==> config.mk <==
export PLATFORM = sky130hd
export DESIGN_NAME = fwd_scoreboard
export DESIGN_NICKNAME = d
export VERILOG_FILES = /design/src/rtl/fwd_pkg.sv /design/src/rtl/fwd_lookup.sv /design/src/rtl/fwd_scoreboard.sv
export SDC_FILE = /design/constraint.sdc
export NUM_CORES = 1
export LEC_CHECK = 0
export CAP_MARGIN = 0
export CORE_MARGIN = 5
export CORE_UTILIZATION = 35
export CTS_BUF_LIST = sky130_fd_sc_hd__clkbuf_8
export DETAILED_ROUTE_END_ITERATION = 10
export PLACE_DENSITY = 0.56
export SYNTH_ARGS = -nofsm -noshare
export SYNTH_HDL_FRONTEND = slang
export SYNTH_SLANG_ARGS = --single-unit
==> constraint.sdc <==
create_clock -name clk -period 3.4 [get_ports clk]
set_input_delay 0.68 -clock clk [delete_from_list [all_inputs] [get_ports clk]]
set_output_delay 0.68 -clock clk [all_outputs]
set_load 0.05 [all_outputs]
==> src/rtl/fwd_pkg.sv <==
// Shared types for the forwarding scoreboard: shadow-slot entry, select encoding, latency clamp.
// Pure definitions; no timing and no flow control.
package fwd_pkg;

  localparam int FWD_REG_AW  = 5;
  localparam int FWD_MAX_LAT = 15;
  localparam int FWD_LAT_W   = $clog2(FWD_MAX_LAT + 1);
  localparam int SEL_RF      = 0;

  // rem counts cycles still needed before the result exists; 0 means forwardable now.
  typedef struct packed {
    logic                  valid;
    logic                  we;
    logic [FWD_REG_AW-1:0] rd;
    logic [FWD_LAT_W-1:0]  rem;
  } slot_t;

  function automatic logic [FWD_LAT_W-1:0] lat_clamp(input logic [FWD_LAT_W-1:0] lat);
    if (lat == '0) return FWD_LAT_W'(1);
    if (int'(lat) > FWD_MAX_LAT) return FWD_LAT_W'(FWD_MAX_LAT);
    return lat;
  endfunction

endpackage

==> src/rtl/fwd_lookup.sv <==
// Per-operand youngest-match search over the shadow slots: forward select or RAW stall.
// Combinational, zero latency; raw_stall_o is the only backpressure it contributes.
module fwd_lookup
  import fwd_pkg::*;
#(
  parameter int REG_AW    = FWD_REG_AW,
  parameter int FWD_DEPTH = 3,
  parameter int SEL_W     = $clog2(FWD_DEPTH + 1)
) (
  input  logic                        src_valid_i,
  input  logic [REG_AW-1:0]           src_reg_i,
  input  logic                        busy_i,
  input  slot_t [FWD_DEPTH-1:0]       slots_i,
  output logic [SEL_W-1:0]            sel_o,
  output logic                        raw_stall_o
);

  logic             hit;
  logic             hit_rdy;
  logic [SEL_W-1:0] hit_k;

  always_comb begin
    hit     = 1'b0;
    hit_rdy = 1'b0;
    hit_k   = '0;
    // Scan oldest to youngest so the youngest match overwrites any older one.
    for (int k = FWD_DEPTH - 1; k >= 0; k--) begin
      if (slots_i[k].valid && slots_i[k].we && slots_i[k].rd == src_reg_i) begin
        hit     = 1'b1;
        hit_rdy = (slots_i[k].rem == '0);
        hit_k   = SEL_W'(k + 1);
      end
    end

    sel_o       = SEL_W'(SEL_RF);
    raw_stall_o = 1'b0;
    if (src_valid_i && src_reg_i != '0) begin
      if (hit) begin
        if (hit_rdy) sel_o = hit_k;
        else         raw_stall_o = 1'b1;
      end else if (busy_i) begin
        raw_stall_o = 1'b1;
      end
    end
  end

endmodule

==> src/rtl/fwd_scoreboard.sv <==
// Forwarding/interlock unit: shadow write pipeline, long-latency busy table, per-operand selects.
// stall/fwd_sel combinational from state; state updates next edge; stall holds ID and bubbles EX.
module fwd_scoreboard
  import fwd_pkg::*;
#(
  parameter  int REG_AW    = FWD_REG_AW,
  parameter  int NUM_SRC   = 2,
  parameter  int FWD_DEPTH = 3,
  parameter  int MAX_LAT   = FWD_MAX_LAT,
  localparam int LAT_W     = $clog2(MAX_LAT + 1),
  localparam int SEL_W     = $clog2(FWD_DEPTH + 1)
) (
  input  logic                      clk,
  input  logic                      rst_n,
  input  logic                      issue_valid,
  input  logic                      issue_we,
  input  logic [REG_AW-1:0]         issue_rd,
  input  logic [LAT_W-1:0]          issue_lat,
  input  logic                      flush,
  input  logic [NUM_SRC-1:0]        src_valid,
  input  logic [NUM_SRC*REG_AW-1:0] src_reg,
  output logic                      stall,
  output logic [NUM_SRC*SEL_W-1:0]  fwd_sel
);

  localparam int NREG = 2 ** REG_AW;

  slot_t [FWD_DEPTH-1:0] slot_q, slot_d;
  logic [LAT_W-1:0]      busy_q [NREG];
  logic [LAT_W-1:0]      busy_d [NREG];
  logic [NUM_SRC-1:0]    raw_stall;
  logic                  waw_stall;
  logic                  load;
  slot_t                 exit_e;

  for (genvar i = 0; i < NUM_SRC; i++) begin : g_src
    fwd_lookup #(
      .REG_AW    (REG_AW),
      .FWD_DEPTH (FWD_DEPTH),
      .SEL_W     (SEL_W)
    ) u_lookup (
      .src_valid_i (src_valid[i]),
      .src_reg_i   (src_reg[i*REG_AW +: REG_AW]),
      .busy_i      (busy_q[src_reg[i*REG_AW +: REG_AW]] != '0),
      .slots_i     (slot_q),
      .sel_o       (fwd_sel[i*SEL_W +: SEL_W]),
      .raw_stall_o (raw_stall[i])
    );
  end

  assign waw_stall = issue_we && issue_rd != '0 && busy_q[issue_rd] != '0;
  assign stall     = issue_valid && !flush && (|raw_stall || waw_stall);
  assign load      = issue_valid && !flush && !stall;
  assign exit_e    = slot_q[FWD_DEPTH-1];

  always_comb begin
    slot_d = '0;
    if (load) begin
      slot_d[0].valid = 1'b1;
      slot_d[0].we    = issue_we;
      slot_d[0].rd    = issue_rd;
      slot_d[0].rem   = lat_clamp(issue_lat) - LAT_W'(1);
    end
    for (int k = 1; k < FWD_DEPTH; k++) begin
      slot_d[k] = slot_q[k-1];
      if (slot_q[k-1].rem != '0) slot_d[k].rem = slot_q[k-1].rem - LAT_W'(1);
    end

    for (int r = 0; r < NREG; r++) begin
      busy_d[r] = (busy_q[r] != '0) ? busy_q[r] - LAT_W'(1) : '0;
    end
    // A result still pending when it leaves the forward window is tracked by its register.
    if (exit_e.valid && exit_e.we && exit_e.rd != '0 && exit_e.rem > LAT_W'(1)) begin
      busy_d[exit_e.rd] = exit_e.rem - LAT_W'(1);
    end
  end

  always_ff @(posedge clk or negedge rst_n) begin
    if (!rst_n) begin
      slot_q <= '0;
      for (int r = 0; r < NREG; r++) busy_q[r] <= '0;
    end else begin
      slot_q <= slot_d;
      for (int r = 0; r < NREG; r++) busy_q[r] <= busy_d[r];
    end
  end

endmodule

; Yosys cells after proc, flatten, opt, wreduce, memory -nomap -nowiden
; Cells that the tools add are included.
[classes]
n_addsub = 36
mul = 0
n_div = 0
order_cmp = 6
eq_ne = 6
n_shift = 0
muxes = 85
bitwise = 4
n_reduce_logical = 68
[op_table]
columns = cell, n
row1 = $mux W4, 44
row2 = $reduce_bool A4 Y1, 37
row3 = $sub A4 B1 Y4 const B, 36
row4 = $bwmux W128, 1
row5 = $mux W128, 1
row6 = $bmux W4 S5, 3
row7 = $eq A5 B5 Y1, 6
row8 = $ge A6 B6 Y1 const B, 4
row9 = $mux W2, 12
row10 = $not A5 Y6, 4
row11 = $mux W1, 22
row12 = $demux W4 S5, 1
row13 = $reduce_bool A5 Y1, 4
row14 = $logic_and A1 B1 Y1, 19
row15 = $logic_not A4 Y1, 4
row16 = $mux W11, 1
row17 = $lt A6 B1 Y1 const B, 1
row18 = $gt A4 B1 Y1 const B, 1
row19 = $logic_not A1 Y1, 2
row20 = $reduce_or A2 Y1, 1
row21 = $logic_or A1 B1 Y1, 1
[totals]
ff_bits = 161
latchBits = 0
ram_bits = 0
rom_bits = 0
input_bits = 26
output_inout_bits = 5
wordCells = 249
mem_count = 0

; Depth between registers and ports, before layout
[logic_depth]
ltp_word = 18
mapped_depth = 11

; By module
; Synthesis repeated with hierarchy kept, for this count alone.
[hier_totals]
hier_cells = 967
hier_area_um2 = 9207.6
[modules_own_cells]
columns = mod, n_inst, cells_each, area_per_inst_um2
row1 = fwd_scoreboard, 1, 889, 8587.0
row2 = fwd_lookup, 2, 39, 310.3

; Worst setup path before layout
; No wires, ideal clock.
[synth_path]
kind = input -> output
start = in src_reg[3]
end = out fwd_sel[1]
arrival_ns = 2.826
t_required_ns = 2.720
setup_slack_ns = -0.106
stages = 7
n_path_buf = 1
cell_sequence = clkbuf_1 xor2_1 nor4_1 nand4_1 nor3_1 a21o_1 nor3b_1
[synth_between]
elab_chain_len = 8
word_cells_on_any_way = 20
[synth_rtl]
columns = element, line
row1 = "start, declared", fwd_scoreboard.sv:21  ; input logic [NUM_SRC*REG_AW-1:0] src_reg,
row2 = $eq A5 B5 Y1, fwd_lookup.sv:28  ; if (slots_i[k].valid && slots_i[k].we && slots_i[k].rd == src_reg_i) begin
row3 = $logic_and A1 B1 Y1, fwd_lookup.sv:28
row4 = $mux W2 / $mux W1 (equally long branches) (3 in a row), fwd_lookup.sv:28
row5 = $mux W2, fwd_lookup.sv:39  ; if (hit_rdy) sel_o = hit_k;
row6 = $mux W2, fwd_lookup.sv:38  ; if (hit) begin
row7 = $mux W2 *, fwd_lookup.sv:37  ; if (src_valid_i && src_reg_i != '0) begin
row8 = "end, declared", fwd_scoreboard.sv:23  ; output logic [NUM_SRC*SEL_W-1:0] fwd_sel
; Mark *: on every way between the ends. The rest lies on a longest branch, timed or not.

; Worst setup path in the final report
[layout_path]
start = reg busy_q[124] (netlist bit)
end = out stall
[layout_between]
elab_chain_len = 10
word_cells_on_any_way = 22
[layout_rtl]
columns = element, line
row1 = "start, declared", fwd_scoreboard.sv:29  ; logic [LAT_W-1:0] busy_q [NREG];
row2 = $bmux W4 S5, fwd_scoreboard.sv:44  ; .busy_i (busy_q[src_reg[i*REG_AW +: REG_AW]] != '0),
row3 = $mux W4 (implied by the code) (2 in a row), fwd_scoreboard.sv:44
row4 = $reduce_bool A4 Y1, fwd_scoreboard.sv:44
row5 = $mux W1, fwd_lookup.sv:41  ; end else if (busy_i) begin
row6 = $mux W1, fwd_lookup.sv:38
row7 = $mux W1, fwd_lookup.sv:37
row8 = $reduce_or A2 Y1, fwd_scoreboard.sv:52  ; assign stall = issue_valid && !flush && (|raw_stall || waw_stall);
row9 = $logic_or A1 B1 Y1 *, fwd_scoreboard.sv:52
row10 = $logic_and A1 B1 Y1 *, fwd_scoreboard.sv:52
row11 = "end, declared", fwd_scoreboard.sv:22  ; output logic stall,
; Mark *: on every way between the ends. The rest lies on a longest branch, timed or not. The select of a mux whose other input is x is not followed.

==> flow_summary.toml <==
[synth]
synthDistinctLibCells = 59
synth_edf_count = 0
async_flop_share_pct = 100
synth_seq_cells = 161
seq_area_frac_synth_pct = 44.7
synthesis.nets = 996
syn_area_sq_um = 9020
ys_warn_count = 0
synth-main-ff-cell = "dfrtp_1"
syn_inst = 964
syn_area_per_cell_sq_um = 9.36

[floorplan]
row_count = 58
dieHeight_microns = 171
dieArea_sq_um = 29100
design.core.area_sq_um = 25300
initial_utilization_pct = 35.7
die_x_microns = 171
ioPinCount = 31

[critical_path]
path_class = "reg2out"
crit_arrival_ps = 2840
reg2reg_to = "busy_q[51]"
reg2reg_from = "exit_e[0]"
critPathRequiredTime_ps = 2720
cp-end-kind = "output port"
crit_fanout = 4
r2r_setup_slack_ps = 540
r2r_cells = 9
crit_path_start_kind = "flip-flop"

[clock_network]
cts_sinks = 161
cts_tree = "built"
clk_pin_slew_worst_paths_ps = 100
cts_buffer_depth = 2
cts_buffers = 17
cts_htree_levels = 4
clock-root-buffer = "clkbuf_8"
insertion_delay_ps = 470

[detailed_routing]
wl_microns = 25500
first_pass_iters = 5
via_per_inst = 5.53
drcViolationCount = 0
via_count = 8038
ant_nets = 0
routedWlPerCell_microns = 17.5
drt_iter0_markers = 551

[outcome]
violations = "setup timing"
status = "finished, violations left"

[power_and_ir_drop]
power_density_nw_per_um2 = 376
combPwrFrac_pct = 21.7
power_leakage_nw = 5.13
power_frac_seq_pct = 46.2
p_clk_share_pct = 32.1
internal-power_mw = 2.77
max-vdd-ir-drop_v = 0.000340
power.switching_mw = 1.53
power_switching_share_pct = 35.5

[timing]
min_period_over_period_pct = 104
max_clock_freq_mhz = 284
hold_violations = 0
finalSetupViolCount = 1
tightest_slew_ps = 765
rsz0062_at_grt = "true"
setup_tns_ps = -121
relSlewSlack_pct = 49.0
finalMaxSlewViolations = 0
setup_ws_ps = -121
skew_ps = 27.6
finalCriticalPeriod_ps = 3520

[layout]
syn_to_final_growth_pct = 26.5
fin_cells = 1454
nets = 1143
final_common_cell = "dfrtp_1"
drive_gt1_share_pct = 24.2
final_cell_mix = "139 x dfrtp_1, 124 x buf_4, 120 x nor2_1"
num_antenna_cells = 0

[placed_design]
dp.cells = 1378
gp_congestion = 0.897
dpl.hpwl_microns = 17000
port_buffers = 30

[flow_run]
cap_violations = 0

[grt]
grt_pass1_wl_microns = 41200
grt_use_total_pct = 17.9
grt_pass1_vias = 7494
grt_max_degree = 78
grt_overflow = 0
antenna_found_initial = 0

[min_path]
hp-class = "in2async"
-- power groups by stage --
stage | Sequential [mW] | Clock, mW | Combinational (mW)
after floorplan | 2.01 | 0 | 0.456
after global placement | 2.02 | 0 | 0.937
after detailed placement | 2.02 | 0 | 0.935
after CTS | 1.99 | 1.43 | 0.946
after global routing | 1.99 | 1.52 | 1.01
final | 1.99 | 1.38 | 0.931
-- cell type report --
cell class              count  area (sq um)
fillers                  2473         13800
clock buffers              18           248
well taps                 330           413
repair buffers            165          1440
clock inverters            14           123
inverters                  20          75.1
multi-input cells         746          5060
flip-flops and latches    161          4060
-- routing by layer --
layer | vias to the layer above | track usage (%) | wire length, microns
li1 | 3916 | - | -
met1 | 3903 | 26.5 | 12300
met3 | 24 | 3.00 | 1220
met4 | 0 | 4.34 | 312
met2 | 195 | 27.3 | 11700
met5 | - | 0 | 0
-- worst max path at each step --
| stage | start | to | slack [ps] | cells after the start |
|---|---|---|---|---|
| finish | busy_q[124] | stall | -120 | 10 |
| global route | busy_q[124] | stall | -230 | 10 |
| CTS | busy_q[14] | stall | -120 | 9 |
| detailed placement | issue_rd[2] | stall | -580 | 9 |
| global placement | issue_rd[2] | stall | -540 | 9 |
| floorplan | issue_rd[2] | stall | 150 | 7 |
-- state kept, by name (all words and copies together) (netlist names) --
name	count
slot_q	8
slot_d	14
busy_q	128
exit_e	11
-- logic make-up after synthesis --
logic type | share of synthesized area, %
and+or+nand+nor | 23.7
AOI/OAI and AO/OA | 16.5
DFF | 44.7
buffers and inverters | 2.63
muxes | 8.18
xor gates and xnor gates | 3.49
adders and majority gates | 0.832
-- synth_stat cells, drive strengths merged, types with 3 or more instances --
library cell | instances | area share [%]
nor3b | 8 | 0.72
nand3b | 5 | 0.42
o31ai | 22 | 1.8
o21ai | 45 | 2.5
or4b | 12 | 1.3
mux2i | 40 | 4.4
mux4 | 13 | 3.4
nand4 | 7 | 0.49
a21o | 3 | 0.25
nor4 | 36 | 2.6
nand2b | 9 | 0.62
and2 | 3 | 0.22
nor4b | 19 | 1.8
a21oi | 72 | 4.0
nand2 | 50 | 2.1
nor2b | 7 | 0.49
dfrtp | 161 | 45
o22ai | 8 | 0.55
clkbuf | 25 | 1.1
mux2 | 3 | 0.37
a31oi | 13 | 0.90
xor2 | 14 | 1.4
a211oi | 20 | 1.7
ha | 6 | 0.83
nor2 | 132 | 5.7
inv | 20 | 0.83
buf | 12 | 0.73
o311ai | 16 | 1.6
o21a | 19 | 1.6
nand3 | 18 | 1.0
nor3 | 101 | 5.6
xnor2 | 22 | 2.1
-- critical path: stages (launching register included) --
cell,delay (ps)
dfrtp_1,410
nor4_4,60
buf_6,140
mux4_2,460
o22ai_2,170
o22ai_1,90
or4_4,530
o31ai_2,80
a311o_2,160
and2_4,150
buf_12,130
-- stage by stage --
stage | utilization (%) | power [mW] | hold slack (ps) | worst slack (ps) | area (sq um)
final | 45.2 | 4.30 | 254 | -121 | 11400
after global routing | 45.2 | 4.52 | 302 | -225 | 11400
after CTS | 44.7 | 4.36 | 271 | -122 | 11300
after detailed placement | 41.1 | 2.96 | 366 | -578 | 10400
after global placement | 41.1 | 2.96 | 366 | -541 | 10400
after floorplan | - | 2.46 | 354 | 145 | 9030
-- repair_timing --
item | 4_1_cts | 5_1_grt
pin swaps | 23 | 9
gates cloned | 2 | 0
gates resized for setup | 65 | 25
buffers inserted | 46 | 3
setup endpoints to repair | 3 | 4
hold buffers | 0 | 0
Power figures use the tool's default switching activity.
